### src/rtl/uart_tx_serializer.sv
// uart_tx_serializer: one-bit-per-clock UART frame serializer (start, LSB-first data, optional parity, stop).
// Define UART_TX_PARITY_EN to compile in the PARITY state and parity generator.
module uart_tx_serializer #(
   parameter int WIDTH = 8
) (
   input  logic             CLK,
   input  logic             RST,
   input  logic [WIDTH-1:0] P_DATA,
   input  logic             DATA_VALID,
   input  logic             PAR_EN,
   input  logic             PAR_TYP,
   output logic             TX_OUT,
   output logic             Busy
);
   localparam int CW = (WIDTH > 1) ? $clog2(WIDTH) : 1;
   localparam logic [CW-1:0] LAST = CW'(WIDTH - 1);
`ifdef UART_TX_PARITY_EN
   typedef enum logic [2:0] {IDLE = 3'd0, START = 3'd1, DATA = 3'd2, STOP = 3'd3, PARITY = 3'd4} state_t;
`else
   typedef enum logic [2:0] {IDLE = 3'd0, START = 3'd1, DATA = 3'd2, STOP = 3'd3} state_t;
`endif
   state_t state_q, state_d;
   logic [WIDTH-1:0] shift_q, shift_d;
   logic [CW-1:0] cnt_q, cnt_d;
   logic tx_q, tx_d;
   logic busy_q, busy_d;
`ifdef UART_TX_PARITY_EN
   logic par_q, par_d;
   logic pen_q, pen_d;
`else
   logic unused_par;
   assign unused_par = PAR_EN ^ PAR_TYP;
`endif

   always_comb begin
      state_d = state_q;
      shift_d = shift_q;
      cnt_d = cnt_q;
`ifdef UART_TX_PARITY_EN
      par_d = par_q;
      pen_d = pen_q;
`endif
      case (state_q)
         IDLE: if (DATA_VALID) begin
            state_d = START;
            shift_d = P_DATA;
            cnt_d = '0;
`ifdef UART_TX_PARITY_EN
            par_d = (^P_DATA) ^ PAR_TYP;
            pen_d = PAR_EN;
`endif
         end
         START: state_d = DATA;
         DATA: if (cnt_q == LAST) begin
            cnt_d = '0;
`ifdef UART_TX_PARITY_EN
            state_d = pen_q ? PARITY : STOP;
`else
            state_d = STOP;
`endif
         end else begin
            cnt_d = cnt_q + 1'b1;
            shift_d = shift_q >> 1;
         end
`ifdef UART_TX_PARITY_EN
         PARITY: state_d = STOP;
`endif
         STOP: state_d = IDLE;
         default: begin
            state_d = IDLE;
            shift_d = '0;
            cnt_d = '0;
         end
      endcase
      // Outputs are registered, so they are decoded from the state being entered.
      tx_d = 1'b1;
      if (state_d == START) tx_d = 1'b0;
      else if (state_d == DATA) tx_d = shift_d[0];
`ifdef UART_TX_PARITY_EN
      else if (state_d == PARITY) tx_d = par_q;
`endif
      busy_d = state_d != IDLE;
   end

   always_ff @(posedge CLK) begin
      if (RST) begin
         state_q <= IDLE;
         shift_q <= '0;
         cnt_q <= '0;
         tx_q <= 1'b1;
         busy_q <= 1'b0;
`ifdef UART_TX_PARITY_EN
         par_q <= 1'b0;
         pen_q <= 1'b0;
`endif
      end else begin
         state_q <= state_d;
         shift_q <= shift_d;
         cnt_q <= cnt_d;
         tx_q <= tx_d;
         busy_q <= busy_d;
`ifdef UART_TX_PARITY_EN
         par_q <= par_d;
         pen_q <= pen_d;
`endif
      end
   end

   assign TX_OUT = tx_q;
   assign Busy = busy_q;
endmodule

### config.mk
export PLATFORM = sky130hd
export DESIGN_NAME = uart_tx_serializer
export DESIGN_NICKNAME = d
export VERILOG_FILES = /design/src/rtl/uart_tx_serializer.sv
export SDC_FILE = /design/constraint.sdc
export NUM_CORES = 1
export LEC_CHECK = 0
export BUFFER_PORTS_ARGS = -buffer_cell sky130_fd_sc_hd__buf_2
export CAP_MARGIN = 20
export CORE_UTILIZATION = 46
export CTS_CLUSTER_SIZE = 10
export DETAILED_ROUTE_END_ITERATION = 10
export GPL_ROUTABILITY_DRIVEN = 0
export PLACE_DENSITY = 0.76
export SLEW_MARGIN = 0
export SYNTH_ARGS = -nofsm -noshare
export SYNTH_HDL_FRONTEND = slang
export SYNTH_SLANG_ARGS = --single-unit
### constraint.sdc
create_clock -name CLK -period 1.9 [get_ports CLK]
set_input_delay 0.19 -clock CLK [delete_from_list [all_inputs] [get_ports CLK]]
set_output_delay 0.19 -clock CLK [all_outputs]
set_load 0.01 [all_outputs]
Word-level counts from Yosys, hierarchy flattened
Index checks and enable logic that the tools add are counted.

storage, ports and cells
  logic and storage cells = 32
  output and inout port bits = 2
  input port bits = 13
  bits in registers = 16

operators by class
  add/sub/neg operators = 1
  bitwise gates (word level) = 1
  reductions and logical operators = 5
  multiplexer cells = 11
  equality and inequality tests = 8

operators with widths
  kind                                           number
  one-hot mux 8 bit (3 select lines)             1
  one-hot mux 3 bit (3 select lines)             2
  two-way mux 8 bit                              2
  two-way mux 3 bit                              4
  == test 3 x 2 -> 1 bit, second input constant  3
  == test 3 x 1 -> 1 bit, second input constant  2
  inequality test 2 bit, second input constant   2
  adder 3 x 1 -> 3 bit, second input constant    1
  == test 3 bit, second input constant           1
  logical NOT 3 bit                              1
  AND reduction 3 bit                            1
  nonzero test 3 bit                             1
  two-way mux 1 bit                              2
  AND reduction 2 bit                            1
  OR reduction 2 bit                             1
  NOT 1 bit                                      1

Longest topological paths before layout
Gate-level depths: netlist (run 1).

  depth in word-level cells = 6
  gate-level depth with buffers = 6
  gate-level depth less buffers = 6

Worst setup path after synthesis (run 1)
OpenSTA, ideal clock, no wires.

  path type = register to register
  start = register cnt_q[0]
  end = register shift_q[7]
  required time = 1.772 ns
  arrival time = 1.354 ns
  stages on the path, launching flop included = 7
  path buffers = 0
  setup slack = 0.418 ns
  path through = dfxtp_1 ha_1 ha_1 nand2b_1 a21o_2 a32oi_1 nor2_1

between the ends
  longest elaborated chain between the ends = 3

ends and longest elaborated chain
  element                                 line  text
  from (decl)                             24    logic [CW-1:0] cnt_q, cnt_d;
  from (signal assigned)                  99    cnt_q <= cnt_d;
  == test 3 bit                           54    DATA: if (cnt_q == LAST) begin
  inequality test 2 bit (no source line)  -
  AND reduction 3 bit (no source line)    -
  to (signal assigned)                    98    shift_q <= shift_d;
  to (decl)                               23    logic [WIDTH-1:0] shift_q, shift_d;

Every way passes these cells.
A chain may end at the register's enable or synchronous reset.

Final worst setup path (run 1)
  start = register cnt_q[0]
  end = register tx_q, in the netlist TX_OUT

between the ends
  longest elaborated chain between the ends = 6
  elaborated cells on any way between the ends = 9
  classes of those cells = eq/ne (3); mux (6)

ends and longest elaborated chain
  element                             line  text
  == test 3 bit *                     54
  two-way mux 3 bit                   54
  one-hot mux 3 bit (3 select lines)  43    case (state_q)
  == test 3 x 2 -> 1 bit              78    else if (state_d == DATA) tx_d = shift_d[0];
  two-way mux 1 bit                   78
  two-way mux 1 bit *                 77    if (state_d == START) tx_d = 1'b0;
  to (signal assigned)                100   tx_q <= tx_d;
  to (decl)                           25    logic tx_q, tx_d;

Mark *: on every way between the ends. The rest lies on a longest branch, timed or not. The select of a mux whose other input is x is not followed.

==> out/results.ini, run 1 <==
[setup_path]
crit_family = adder cells
critical_path_arrival_ns = 1.83
cpPeakStageDelay_ns = 0.43
start_kind = flip-flop
cp_cell_sequence = ha_1 > ha_1 > nor3_4 > a221oi_2 > a32oi_1
worst-setup-path-type = reg2reg
worst-path-buf-inv = 0
cp_slowest_cell = nor3_4
critPathRequiredTime_ns = 2.10
crit_top_cell = ha_1
cp-end-kind = flip-flop
crit_fanout = 9

[clock_network]
cts_buffers = 3
cts_resized = 0
cts-root-buf = clkbuf_4
htreeDepth = 1
cts_hold_buf = 0
clkTransAtPathRegs_ns = 0.09
clk_latency_ns = 0.28
cts_buffer_depth = 2
cts_setup_buffers = 0
clock-sinks = 16
cts_tree = built

[cells_and_area]
layout-drive-gt1-share = 0.247
final_cells = 100
area_growth_syn_to_layout_pct = 13.1
insertedDiodeCount = 0
fin_nets = 102
fin_area_um2 = 801

[floorplanning]
start_util = 0.518
die_w_um = 41.2
io-pin-count = 15
fp.dieArea_um2 = 1700
core.rowCount = 13
fp.dieH_um = 41.2
core_um2 = 1370

[synth]
synth-async-reset-ratio = 0
yosysWarnings = 0
seq_area_frac_synth = 0.452
syn-instance-count = 72
synth_seq_cells = 16
ys_types = 28
synth_edf_count = 0
synth-main-ff-cell = dfxtp_1
syn_nets = 87
synth_area_per_cell_um2 = 9.84
netlist_area_um2 = 708

[flow_run]
maxCapViolCount = 0

[timing]
period_needed_ns = 1.63
final-setup-viol-count = 0
hold_viol = 0
rsz0062_at_grt = no
period_share = 0.855
max_freq_ghz = 0.615
fin_setup_tns_ns = 0
fin_hold_ws_ns = 0.169
final_max_slew_viol_count = 0
skew_ns = 0.00313

[placement]
dp_cells = 97
port_buffers = 12
hpwlAfterDp_um = 963
dpl_cell_area_um2 = 778

[power_and_ir_drop]
power_switching_uw = 140
power_frac_clock = 0.290
comb_power_share = 0.102
power_leakage_nw = 0.300
powerDensity_nw_per_um2 = 732
p_int_uw = 446
vdd_drop_max_mv = 0.559
swShare = 0.238
p_seq_frac = 0.608
p_total_uw = 586

[global_route]
grtUsageTotal = 0.189
use_met3 = 0.0815
grt-ovfl-total = 0
antenna_found_initial = 0
grt_pass1_vias = 473
met2_usage = 0.262
grt_pass1_wl_um = 2060
grt_max_degree = 15
grt_most_used_layer = met1
grt_util_met1 = 0.265

[outcome]
status = finished clean

[min_path]
worstHoldPathType = in2reg

[routing]
drtIter0Drc = 19
ant_nets = 0
drc = 0
viasPerCell = 5.73
vias = 573
first_pass_iters = 4
wl_um = 1380
routedWlPerCell_um = 13.8

[worst paths after layout]
kind	startpoint	to	slack [ns]	cells past startpoint
max	cnt_q[0]	TX_OUT	0.27	5
min	P_DATA[7]	shift_q[7]	0.17	3
max reg2reg	cnt_q[0]	TX_OUT	0.27	5
min reg2reg	shift_q[3]	shift_q[3]	0.47	2
[placed cells by master (no fill, tap or decap)]
cell type / synthesis / final
a2111oi_0: 1 / 1
a21boi_0: 2 / 2
a21o_2: 1 / 1
a21oi_1: 7 / 7
a221oi_2: 1 / 1
a22oi_1: 6 / 6
a2bb2oi_1: 1 / 1
a32oi_1: 3 / 3
and2_1: 1 / 1
buf_2: 1 / 12
clkbuf_4: 0 / 3
conb_1: 1 / 1
dfxtp_1: 16 / 16
ha_1: 2 / 2
inv_1: 3 / 3
mux2_2: 1 / 1
mux2i_1: 1 / 1
nand2_1: 1 / 1
nand2b_1: 2 / 2
nand2b_4: 1 / 1
nand3_1: 6 / 6
nor2_1: 5 / 5
nor3_1: 2 / 2
nor3_4: 2 / 2
nor3b_1: 1 / 1
o21ai_0: 1 / 1
o21bai_1: 1 / 1
or2b_1: 1 / 1
[synthesized netlist by cell type, types with 2 or more instances]
library cell	count	share of area
inv_1	3	0.016
nand3_1	6	0.042
a21oi_1	7	0.049
nor3_4	2	0.046
nand2b_1	2	0.018
a32oi_1	3	0.037
nor3_1	2	0.014
a21boi_0	2	0.021
a22oi_1	6	0.064
nor2_1	5	0.027
dfxtp_1	16	0.45
ha_1	2	0.035
[worst register-to-register path: cells and delay by family, from the launching register on]
kind / cells / cell delay, ns
flip-flops: 1 / 0.33
AND/OR/NAND/NOR: 1 / 0.43
adder cells (fa/ha/maj): 2 / 0.46
AO/OA/AOI/OAI: 2 / 0.33
[area by class of cell]
| type | instances | area, um^2 |
|---|---|---|
| fillers | 129 | 566 |
| multi-input cells | 51 | 368 |
| flip-flops and latches | 16 | 320 |
| repair buffers | 12 | 60.1 |
| clock buffers | 3 | 22.5 |
| well taps | 15 | 18.8 |
| inverters | 3 | 11.3 |
[flip-flops by register name (all words and copies together) (netlist names)]
name,flops
TX_OUT,1
Busy,1
shift_q,8
state_q,3
cnt_q,3
[metal layers]
layer  up-vias  wire [um]
met5         -          0
met4         0          8
met3         2         69
met2        17        613
met1       259        689
li1        295          -
[kinds of logic (layout without fill, tap and decap cells)]
group / count (synthesis) / in the layout / share of synthesized area
AO/OA/AOI/OAI: 24 / 24 / 0.247
adder cells (fa/ha/maj): 2 / 2 / 0.0353
multiplexers: 2 / 2 / 0.0300
flip-flops: 16 / 16 / 0.452
other: 1 / 1 / 0.00530
buffers and inverters: 5 / 18 / 0.0283
AND/OR/NAND/NOR: 22 / 22 / 0.201
[through the flow]
stage | utilization | worst slack, ns
after floorplan | - | 0.418
after global placement | 0.570 | 0.337
after detailed placement | 0.570 | 0.295
after CTS | 0.586 | 0.264
after global routing | 0.586 | 0.199
final | 0.586 | 0.275
[power by group through the flow]
stage	clock (mW)	sequential [mW]	combinational, mW
floorplan	0	0.360	0.0402
global placement	0	0.364	0.0580
detailed placement	0	0.364	0.0592
CTS	0.177	0.356	0.0596
global route	0.194	0.358	0.0648
finish	0.170	0.356	0.0599
Power figures use the tool's default switching activity.
==> run 2: changes to the inputs <==
CORE_UTILIZATION = 50   (was 46)
PLACE_DENSITY = 0.81   (was 0.76)
==> run 2 against run 1 <==
Global-route usage is 1.5 points higher. Sequential cell count stayed put. Combinational power hardly changed. Clock skew is 0.0034 ns higher. First-iteration DRC count is 47% lower. Core utilization is 2.9 points higher. Cell area stayed put. Clock power is 3% higher. Sequential share of layout area stayed put. Wire length is 2.5% lower. Setup slack better by 0.043 ns. Worst hold slack worse by 0.031 ns.
==> out/results.ini, run 2 (synthesized netlist as in run 1, its figures left out) <==
[timing]
period_share = 0.833  ; -0.0227
fin_setup_tns_ns = 0  ; unchanged
rsz0062_at_grt = no
hold_viol = 0  ; unchanged
skew_ns = 0.00650  ; +0.00336 ns
final_max_slew_viol_count = 0  ; unchanged
max_freq_ghz = 0.632  ; +2.7%
period_needed_ns = 1.58  ; -0.0432 ns
fin_hold_ws_ns = 0.139  ; -0.0307 ns
final-setup-viol-count = 0  ; unchanged

[clock_network]
cts_setup_buffers = 0  ; unchanged
cts_hold_buf = 0  ; unchanged
cts_tree = built
cts_buffers = 3  ; unchanged
clk_latency_ns = 0.28  ; about the same
cts_resized = 0  ; unchanged
cts_buffer_depth = 2  ; unchanged
clkTransAtPathRegs_ns = 0.09  ; about the same
htreeDepth = 1  ; unchanged
clock-sinks = 16  ; unchanged
cts-root-buf = clkbuf_4

[routing]
drtIter0Drc = 10  ; -9
ant_nets = 0  ; unchanged
drc = 0  ; unchanged
viasPerCell = 5.85  ; +2.1%
drt-met1-wl_um = 620  ; -10%
wl_met2_um = 640  ; +4.4%
first_pass_iters = 4  ; unchanged
dr_wl_met3_um = 74  ; +7.2%
wl_um = 1350  ; -2.5%
vias = 585  ; +2.1%
routedWlPerCell_um = 13.5  ; -2.5%
dr.max_layer_used = met4

[cells_and_area]
area_growth_syn_to_layout_pct = 13.1  ; unchanged
largest_reg_flops = 8  ; unchanged
fin_nets = 102  ; unchanged
fillers = 123  ; -4.7%
regMostFlops = shift_q
fin_area_um2 = 801  ; unchanged
top_regs = shift_q: 8 flops, cnt_q: 3 flops, state_q: 3 flops
layout-drive-gt1-share = 0.247  ; unchanged
final_cells = 100  ; unchanged
final_cell_mix = dfxtp_1, buf_2, a21oi_1, nand3_1, a22oi_1
insertedDiodeCount = 0  ; unchanged
mostFrequentLayoutCell = dfxtp_1

[global_route]
grt-ovfl-total = 0  ; unchanged
grt_pass1_wl_um = 2100  ; +2.3%
grt_pass1_vias = 494  ; +4.4%
grtUsageTotal = 0.204  ; +0.0150
grt_max_degree = 15  ; unchanged
antenna_found_initial = 0  ; unchanged

[setup_path]
cp-end-kind = flip-flop
critPathRequiredTime_ns = 2.11  ; about the same
worst-setup-path-type = reg2reg
start_kind = flip-flop
critical_path_arrival_ns = 1.79  ; -0.04 ns
crit_fanout = 9  ; unchanged
reg2reg_depth = 5  ; unchanged

[min_path]
worstHoldPathType = in2reg
hold_depth = 3  ; unchanged

[floorplanning]
core_um2 = 1300  ; -4.8%
core.rowCount = 13  ; unchanged
die_w_um = 39.6  ; -3.9%
fp.dieArea_um2 = 1570  ; -7.6%
start_util = 0.544  ; +0.0259
io-pin-count = 15  ; unchanged
fp.dieH_um = 39.6  ; -3.9%

[placement]
dp_cells = 97  ; unchanged
dpl_cell_area_um2 = 778  ; unchanged
port_buffers = 12  ; unchanged
hpwlAfterDp_um = 951  ; -1.2%

[power_and_ir_drop]
power_frac_clock = 0.296  ; +0.006
swShare = 0.245  ; +0.00648
p_seq_frac = 0.603  ; -0.005
powerDensity_nw_per_um2 = 738  ; +0.89%
comb_power_share = 0.101  ; about the same
p_total_uw = 591  ; +0.89%
p_int_uw = 446  ; about the same
power_leakage_nw = 0.300  ; unchanged
power_switching_uw = 145  ; +3.6%
vdd_drop_max_mv = 0.366  ; -35%

[flow_run]
maxCapViolCount = 0  ; unchanged

[outcome]
status = finished clean

[run 2: cell counts in the layout (fill, tap and decap cells not counted)]
No cell type changed its count.
[run 2: metrics by stage]
stage | util | setup WS (ns)
after floorplan | - | 0.418
after global placement | 0.598 | 0.344
after detailed placement | 0.598 | 0.294
after CTS | 0.615 | 0.277
after global routing | 0.615 | 0.218
final | 0.615 | 0.318
[run 2: critical path, stage by stage, from the launching register on]
cell,delay [ns]
dfxtp_1,0.33
ha_1,0.20
ha_1,0.26
nor3_4,0.42
a221oi_2,0.14
a32oi_1,0.18
[run 2: worst paths after layout]
kind	endpoint	slack [ns]	from
worst max-delay path	TX_OUT	0.32	cnt_q[0]
worst min register to register	shift_q[4]	0.47	shift_q[4]
worst min-delay path	shift_q[7]	0.14	P_DATA[7]
worst max register to register	TX_OUT	0.32	cnt_q[0]
[run 2: cell type report]
class	count	area [um^2]	share of cell area
Timing Repair Buffer	12	60.1	0.0750
Inverter	3	11.3	0.0141
Clock buffer	3	22.5	0.0281
Sequential cell	16	320	0.400
Tap cell	15	18.8	0.0234
Multi-Input combinational cell	51	368	0.459
[run 2: power groups by stage]
stage,sequential [mW],clock [mW],combinational [mW]
2_1_floorplan,0.360,0,0.0402
3_3_place_gp,0.363,0,0.0578
3_5_place_dp,0.364,0,0.0592
4_1_cts,0.356,0.177,0.0594
5_1_grt,0.358,0.197,0.0650
6_report,0.356,0.175,0.0597
[run 2: metal layers]
metal | vias to the layer above | global-route usage
li1 | 296 | -
met1 | 270 | 0.240
met2 | 17 | 0.336
met3 | 2 | 0.0682
met4 | 0 | 0.0776
met5 | - | 0
